==> src/rtl/uart_tx_arbiter.sv <==
// Round-robin arbiter that shares one UART transmitter among NUM_REQ byte sources.
// Each accepted byte is launched with a one-cycle tx_start. A watchdog drops any launch the UART never picks up.
module uart_tx_arbiter #(
  parameter int NUM_REQ = 4,
  parameter int ID_W    = 2,
  parameter int TIMEOUT = 15
) (
  input  logic                   clk,
  input  logic                   reset,
  input  logic [NUM_REQ-1:0]     req_valid,
  input  logic [8*NUM_REQ-1:0]   req_data,
  output logic [NUM_REQ-1:0]     req_ready,
  output logic                   tx_start,
  output logic [7:0]             tx_data,
  input  logic                   tx_busy,
  output logic [ID_W-1:0]        grant_id,
  output logic                   active,
  output logic                   err_timeout,
  output logic [15:0]            done_count
);

  localparam int WDOG_W = $clog2(TIMEOUT + 1);

  typedef enum logic [1:0] {IDLE, LAUNCH, WAIT_BUSY, WAIT_DONE} state_t;

  state_t            state, state_next;
  logic [ID_W-1:0]   rr_ptr, rr_next, winner, scan_idx;
  logic [ID_W:0]     scan_sum;
  logic              found, accept, timeout_hit;
  logic [WDOG_W-1:0] wdog;

  // Scan upward from rr_ptr with wrap and pick the first valid requester.
  always_comb begin
    found    = 1'b0;
    winner   = rr_ptr;
    scan_sum = '0;
    scan_idx = '0;
    for (int k = 0; k < NUM_REQ; k++) begin
      scan_sum = {1'b0, rr_ptr} + (ID_W+1)'(k);
      if (scan_sum >= (ID_W+1)'(NUM_REQ))
        scan_sum = scan_sum - (ID_W+1)'(NUM_REQ);
      scan_idx = scan_sum[ID_W-1:0];
      if (!found && req_valid[scan_idx]) begin
        found  = 1'b1;
        winner = scan_idx;
      end
    end
  end

  assign accept      = (state == IDLE) && !tx_busy && found;
  assign rr_next     = (winner == ID_W'(NUM_REQ - 1)) ? '0 : winner + ID_W'(1);
  assign timeout_hit = (state == WAIT_BUSY) && !tx_busy && (wdog == WDOG_W'(TIMEOUT - 1));

  // The reset term keeps the handshake closed while reset is held low.
  always_comb begin
    req_ready = '0;
    if (accept && reset)
      req_ready[winner] = 1'b1;
  end

  always_comb begin
    state_next  = state;
    tx_start    = 1'b0;
    active      = 1'b1;
    err_timeout = 1'b0;
    case (state)
      IDLE: begin
        active = 1'b0;
        if (accept)
          state_next = LAUNCH;
      end
      LAUNCH: begin
        tx_start   = 1'b1;
        state_next = WAIT_BUSY;
      end
      WAIT_BUSY: begin
        if (tx_busy)
          state_next = WAIT_DONE;
        else if (timeout_hit) begin
          err_timeout = 1'b1;
          state_next  = IDLE;
        end
      end
      WAIT_DONE: begin
        if (!tx_busy)
          state_next = IDLE;
      end
      default: state_next = IDLE;
    endcase
  end

  always_ff @(posedge clk or negedge reset) begin
    if (!reset)
      state <= IDLE;
    else
      state <= state_next;
  end

  always_ff @(posedge clk or negedge reset) begin
    if (!reset) begin
      rr_ptr     <= '0;
      tx_data    <= 8'h00;
      grant_id   <= '0;
      wdog       <= '0;
      done_count <= 16'h0000;
    end else begin
      if (accept) begin
        tx_data  <= req_data[{winner, 3'b000} +: 8];
        grant_id <= winner;
        rr_ptr   <= rr_next;
      end
      if (state == LAUNCH)
        wdog <= '0;
      else if (state == WAIT_BUSY && !tx_busy)
        wdog <= wdog + WDOG_W'(1);
      // Only a frame that actually ran on the UART is counted.
      if (state == WAIT_DONE && !tx_busy)
        done_count <= done_count + 16'd1;
    end
  end

endmodule

==> config.mk <==
export PLATFORM = sky130hd
export DESIGN_NAME = uart_tx_arbiter
export DESIGN_NICKNAME = d
export VERILOG_FILES = /design/src/rtl/uart_tx_arbiter.sv
export SDC_FILE = /design/constraint.sdc
export NUM_CORES = 1
export LEC_CHECK = 0
export ABC_AREA = 1
export CORE_MARGIN = 2
export CORE_UTILIZATION = 45
export DETAILED_ROUTE_END_ITERATION = 8
export PLACE_DENSITY_LB_ADDON = 0.08
export SLEW_MARGIN = 5
export SYNTH_ARGS = -nofsm -noshare
export SYNTH_HDL_FRONTEND = slang
export SYNTH_SLANG_ARGS = --single-unit
==> constraint.sdc <==
create_clock -name clk -period 3.27 [get_ports clk]
set_input_delay 0.654 -clock clk [delete_from_list [all_inputs] [get_ports clk]]
set_output_delay 0.654 -clock clk [all_outputs]
set_load 0.01 [all_outputs]
# Word-level counts from Yosys, hierarchy flattened
# Cells that the tools add are included.
# totals
output_inout_bits	33
inputBits	39
regBits	34
# op_classes
n_reduce_logical	17
n_mux	36
shift	1
magnitude_cmp	10
n_addsub	10
n_eq_ne	8
# op_table
cell	count
32-bit by 6-bit variable part select with 8-bit output	1
2-bit 2-to-1 mux	13
16-bit by 1-bit adder with 16-bit output (second input constant)	1
2-bit by 3-bit < comparator with 1-bit output (second input constant)	5
1-bit 2-to-1 mux	14
4-bit 2-to-1 mux	3
1-bit logical AND	10
3-bit greater-or-equal comparator (second input constant)	3
1-bit binary-select mux with 2-bit select	4
2-bit one-hot mux with 4 select lines	1
2-bit by 1-bit subtractor with 2-bit output (second input constant)	4
2-bit by 2-bit adder with 3-bit output (second input constant)	2
2-bit equality test (second input constant)	3
4-bit by 1-bit adder with 4-bit output (second input constant)	1
4-bit equality test (second input constant)	1
1-bit zero test	4
2-bit != test (second input constant)	2
2-bit by 1-bit adder with 3-bit output (second input constant)	1
2-bit by 3-bit greater-or-equal comparator with 1-bit output (second input constant)	1
3-bit != test (second input constant)	1
3-bit AND reduction	1
2-bit by 1-bit adder with 2-bit output (second input constant)	1
1-bit demux with 2-bit select	1
2-bit by 1-bit equality test with 1-bit output (second input constant)	1
other kinds (3)	3

# Depth between registers and ports, before layout
# logic_depth
depth_word	19
mapped_depth	17

# Least setup slack after synthesis
# Ideal clock, no wire load.
# synth_timing
path_type	input to output
start	input req_valid[2]
end	output req_ready[1]
path_buffers	1
t_arrival_ns	1.835
stages	11
t_required_ns	2.616
slack_ns	0.781
path_cell_list	nand2_1 -> nand3_1 -> nand2_2 -> nand4_4 -> nand2_4 -> nand2_8 -> inv_8 -> buf_12 -> ha_1 -> inv_1 -> nor2_1
# synth_via
elab_chain_len	17
# synth_rtl
item	line_no	rtl
start, declared	10	input logic [NUM_REQ-1:0] req_valid,
1-bit binary-select mux with 2-bit select	43	if (!found && req_valid[scan_idx]) begin
1-bit 2-to-1 mux (not written as such)	43	
1-bit 2-to-1 mux	43	
1-bit zero test	43	
1-bit logical AND	43	
1-bit 2-to-1 mux	43	
1-bit zero test	43	
1-bit logical AND	43	
[... 2 more ...]	-	
1-bit logical AND	43	
2-bit 2-to-1 mux *	43	
via winner[0]	27	logic [ID_W-1:0] rr_ptr, rr_next, winner, scan_idx;
2-bit by 3-bit < comparator with 1-bit output (not written as such) / 2-bit by 1-bit greater-or-equal comparator with 1-bit output (equally long branches)	58	req_ready[winner] = 1'b1;
1-bit logical AND (not written as such)	58	
1-bit 2-to-1 mux (not written as such)	58	
1-bit demux with 2-bit select *	58	
4-bit 2-to-1 mux *	57	if (accept && reset)
end, declared	12	output logic [NUM_REQ-1:0] req_ready,
# Mark *: on every way through the listed nets, which the timed path passes. The rest lies on a longest branch. The select of a mux whose other input is x is not followed.

# Worst setup path after layout
# layout_timing
start	register rr_ptr[0]
end	output req_ready[3]
# layout_via
elab_chain_len	19
# layout_rtl
item	line_no	rtl
start, declared	27	
start signal, assigned	110	rr_ptr <= rr_next;
parallel branches: the longest is 13 deep, another holds 2-bit by 1-bit adder with 3-bit output	-	
2-bit 2-to-1 mux *	43	
via winner[1]	27	
2-bit by 3-bit < comparator with 1-bit output (not written as such) / 2-bit by 1-bit greater-or-equal comparator with 1-bit output (equally long branches)	58	
1-bit logical AND (not written as such)	58	
1-bit 2-to-1 mux (not written as such)	58	
1-bit demux with 2-bit select *	58	
4-bit 2-to-1 mux *	57	
# Mark *: on every way through the listed nets, which the timed path passes. The select of a mux whose other input is x is not followed.

==> results.json <==
{
  "status": "complete, no violations",
  "cts_tree": "built",
  "r2r_cells": 15,
  "reg2reg_to": "tx_data[5]$_DFFE_PN0P_",
  "io_buffers": 71,
  "drive_gt1_share_pct": 18.7,
  "dpl_worst_slack_ps": -171,
  "cts_buffer_depth": 2,
  "p_int_mw": 1.56,
  "crit_fanout": 8,
  "h-tree-depth": 2,
  "whs_path_depth": 2,
  "syn_to_final_growth_pct": 39.9,
  "dp_cells": 453,
  "diodes": 0,
  "syn-instance-count": 304,
  "worst_pin_slew_ps": 418,
  "synth.distinct_cells": 31,
  "yosysSeqAreaShare_pct": 35.8,
  "ant_nets": 0,
  "viasPerCell": 4.75,
  "synth_edf_count": 0,
  "via_count": 2190,
  "cp_slowest_stage_delay_ps": 480,
  "yosys.area.top_type_share_pct": 35.8,
  "totalPowerFinal_mw": 2.97,
  "ys_warn_count": 0,
  "maxCapViolCount": 0,
  "leakage_nw": 1.67,
  "p_switching_mw": 1.41,
  "end_kind": "output pin",
  "rrSetupSlack_ps": 1020,
  "hold_end": "tx_data[4]$_DFFE_PN0P_",
  "max_freq_mhz": 330,
  "power_density_mw_per_mm2": 892,
  "relSlewSlack_pct": 72.1,
  "final_util_pct": 65.2,
  "globalRouteOverflowTotal": 0,
  "synth-main-ff-cell": "dfrtp_1",
  "pwr-share-seq_pct": 22.7,
  "drt-total-wl_mm": 5.37,
  "crit_slowest_cell": "dfrtp_2",
  "synth_top_area_cell": "dfrtp_1",
  "row_count": 26,
  "clock_skew_ps": 3.65,
  "setup_ws_ps": 244,
  "ys_top_cells_by_area": "dfrtp_1 36%, nand2_1 17%, nand2_2 6.8%, nand3_1 5.3%, ha_1 3.7%",
  "worstHoldStart": "tx_data[4]$_DFFE_PN0P_",
  "wl_per_cell_um": 11.6,
  "ctsRootBufferMaster": "clkbuf_8",
  "place_area_mm2": 0.00323,
  "place_congestion": 0.854,
  "cts_buffers": 5,
  "grt_pass1_vias": 2054,
  "setup_tns_ps": 0,
  "cp_cell_sequence": "buf_4, nand2_2, nand2_4, nand2_2, nand2_4, buf_12, nor2_4, nand3_1, nand3_1, nand2_2, ha_1, inv_1, nor2_1, dlygate4sd2_1",
  "critPathArrivalTime_ps": 2370,
  "core_area_mm2": 0.00511,
  "cp_common_cell": "nand2_2",
  "antenna_found_initial": 0,
  "die_w_um": 76.7,
  "die_h_um": 76.7,
  "synth-seq-cells": 34,
  "rr_startpoint": "rr_ptr[0]$_DFFE_PN0P_",
  "instances_no_fill": 461,
  "hold_viol": 0,
  "p_clk_share_pct": 10.6,
  "p_comb_share_pct": 66.8,
  "io_pins": 72,
  "async_flop_share_pct": 100,
  "required_ps": 2620,
  "grt_usage_pct": 19.0,
  "clkTransAtPathRegs_ps": 70,
  "hold-worst-slack_ps": 485,
  "yosysMostFrequentCell": "nand2_1",
  "drc": 0,
  "finalInstanceArea_mm2": 0.00333,
  "rsz0062_at_grt": "no",
  "start_util_pct": 46.6,
  "finalCritPeriodShare_pct": 92.6,
  "cts_hold_buf": 0,
  "min_path_type": "reg2reg",
  "min_period_ps": 3030,
  "ys_top_cells_by_count": "108 x nand2_1, 34 x dfrtp_1, 26 x nand2_2",
  "clk_latency_ps": 280,
  "fin_nets": 436,
  "irDropWorstVdd_v": 0.000524,
  "cp-start-kind": "flip-flop",
  "hpwl_mm": 4.14,
  "crit_type": "reg2out",
  "syn_area_per_cell_um2": 7.83,
  "switching_share_pct": 47.4,
  "cts_sinks": 34,
  "grt_pass1_wl_mm": 9.18,
  "die-area_mm2": 0.00589,
  "drt_pass1_iterations": 5,
  "maxSlewViolCount": 0,
  "synthesis.nets": 350,
  "finalSetupViolCount": 0,
  "synth_area_mm2": 0.00238,
  "grt_max_degree": 35,
  "drtIter0Drc": 87,
  "cts_setup_buffers": 0
}
cells by family after synthesis:
kind of cell,count (synthesis),synth area share (%)
flops,34,35.8
simple gates,203,44.3
buf+inv,31,6.99
compound gates,11,2.52
xor+xnor,17,6.26
fa+ha+maj,7,3.68
mux,1,0.473
metal layers:
layer	global-route usage (%)	part of all wire, %	up-vias
li1	-	-	1124
met1	24.3	44	1010
met2	32.1	48	49
met3	3.65	5.5	7
met4	6.73	1.5	0
met5	0	0	-
power groups by stage:
stage | sequential, mW | combinational, mW | clock, mW
floorplan | 0.673 | 1.38 | 0
global placement | 0.672 | 1.97 | 0
detailed placement | 0.676 | 1.99 | 0
CTS | 0.669 | 2.00 | 0.324
global route | 0.693 | 2.23 | 0.347
finish | 0.673 | 1.98 | 0.313
cells in the final DEF, fill, tap and decap left out, drive strengths merged, types with 8 or more instances in the layout:
cell / synthesis / layout
nand2: 141 / 141
clkdlybuf4s50: 0 / 63
dfrtp: 34 / 34
nand3: 31 / 31
inv: 26 / 26
nor2: 19 / 19
buf: 5 / 13
xnor2: 9 / 9
xor2: 8 / 8
o21ai: 8 / 8
worst max-delay path: cells and delay by family (launching register included):
family / cells / cell delay [ps]
and+or+nand+nor: 9 / 760
adders and majority gates: 1 / 190
DFF: 1 / 480
buffers and inverters: 4 / 650
sequential cells by signal (all words and copies together), names as in the netlist:
name	cells
done_count	16
tx_data	8
wdog	4
grant_id	2
rr_ptr	2
state	2
worst max-delay path by stage:
stage / from / to / slack (ps) / depth (start not counted)
6_report: rr_ptr[0]$_DFFE_PN0P_ / req_ready[3] / 240 / 14
5_1_grt: rr_ptr[1]$_DFFE_PN0P_ / req_ready[3] / 70 / 14
4_1_cts: req_valid[3] / req_ready[3] / 80 / 14
3_5_place_dp: req_valid[0] / req_ready[1] / -170 / 13
3_3_place_gp: req_valid[3] / req_ready[2] / -140 / 13
2_1_floorplan: req_valid[2] / req_ready[1] / 780 / 11
final cells by class:
| class | instances | area (µm²) |
|---|---|---|
| clock buffers | 7 | 86.3 |
| clock inverters | 1 | 5.00 |
| fillers | 461 | 1780 |
| inverters | 26 | 108 |
| multi-input cells | 239 | 1370 |
| flip-flops and latches | 34 | 852 |
| well taps | 70 | 87.6 |
| repair buffers | 84 | 826 |
repair_timing:
item / in CTS / in global routing
gates resized for setup: 5 / 5
endpoints found under the setup margin: 4 / 4
gates cloned: 0 / 0
pin swaps: 0 / 3
endpoints found under the hold margin: 0 / 0
(Power assumes the default switching activity.)
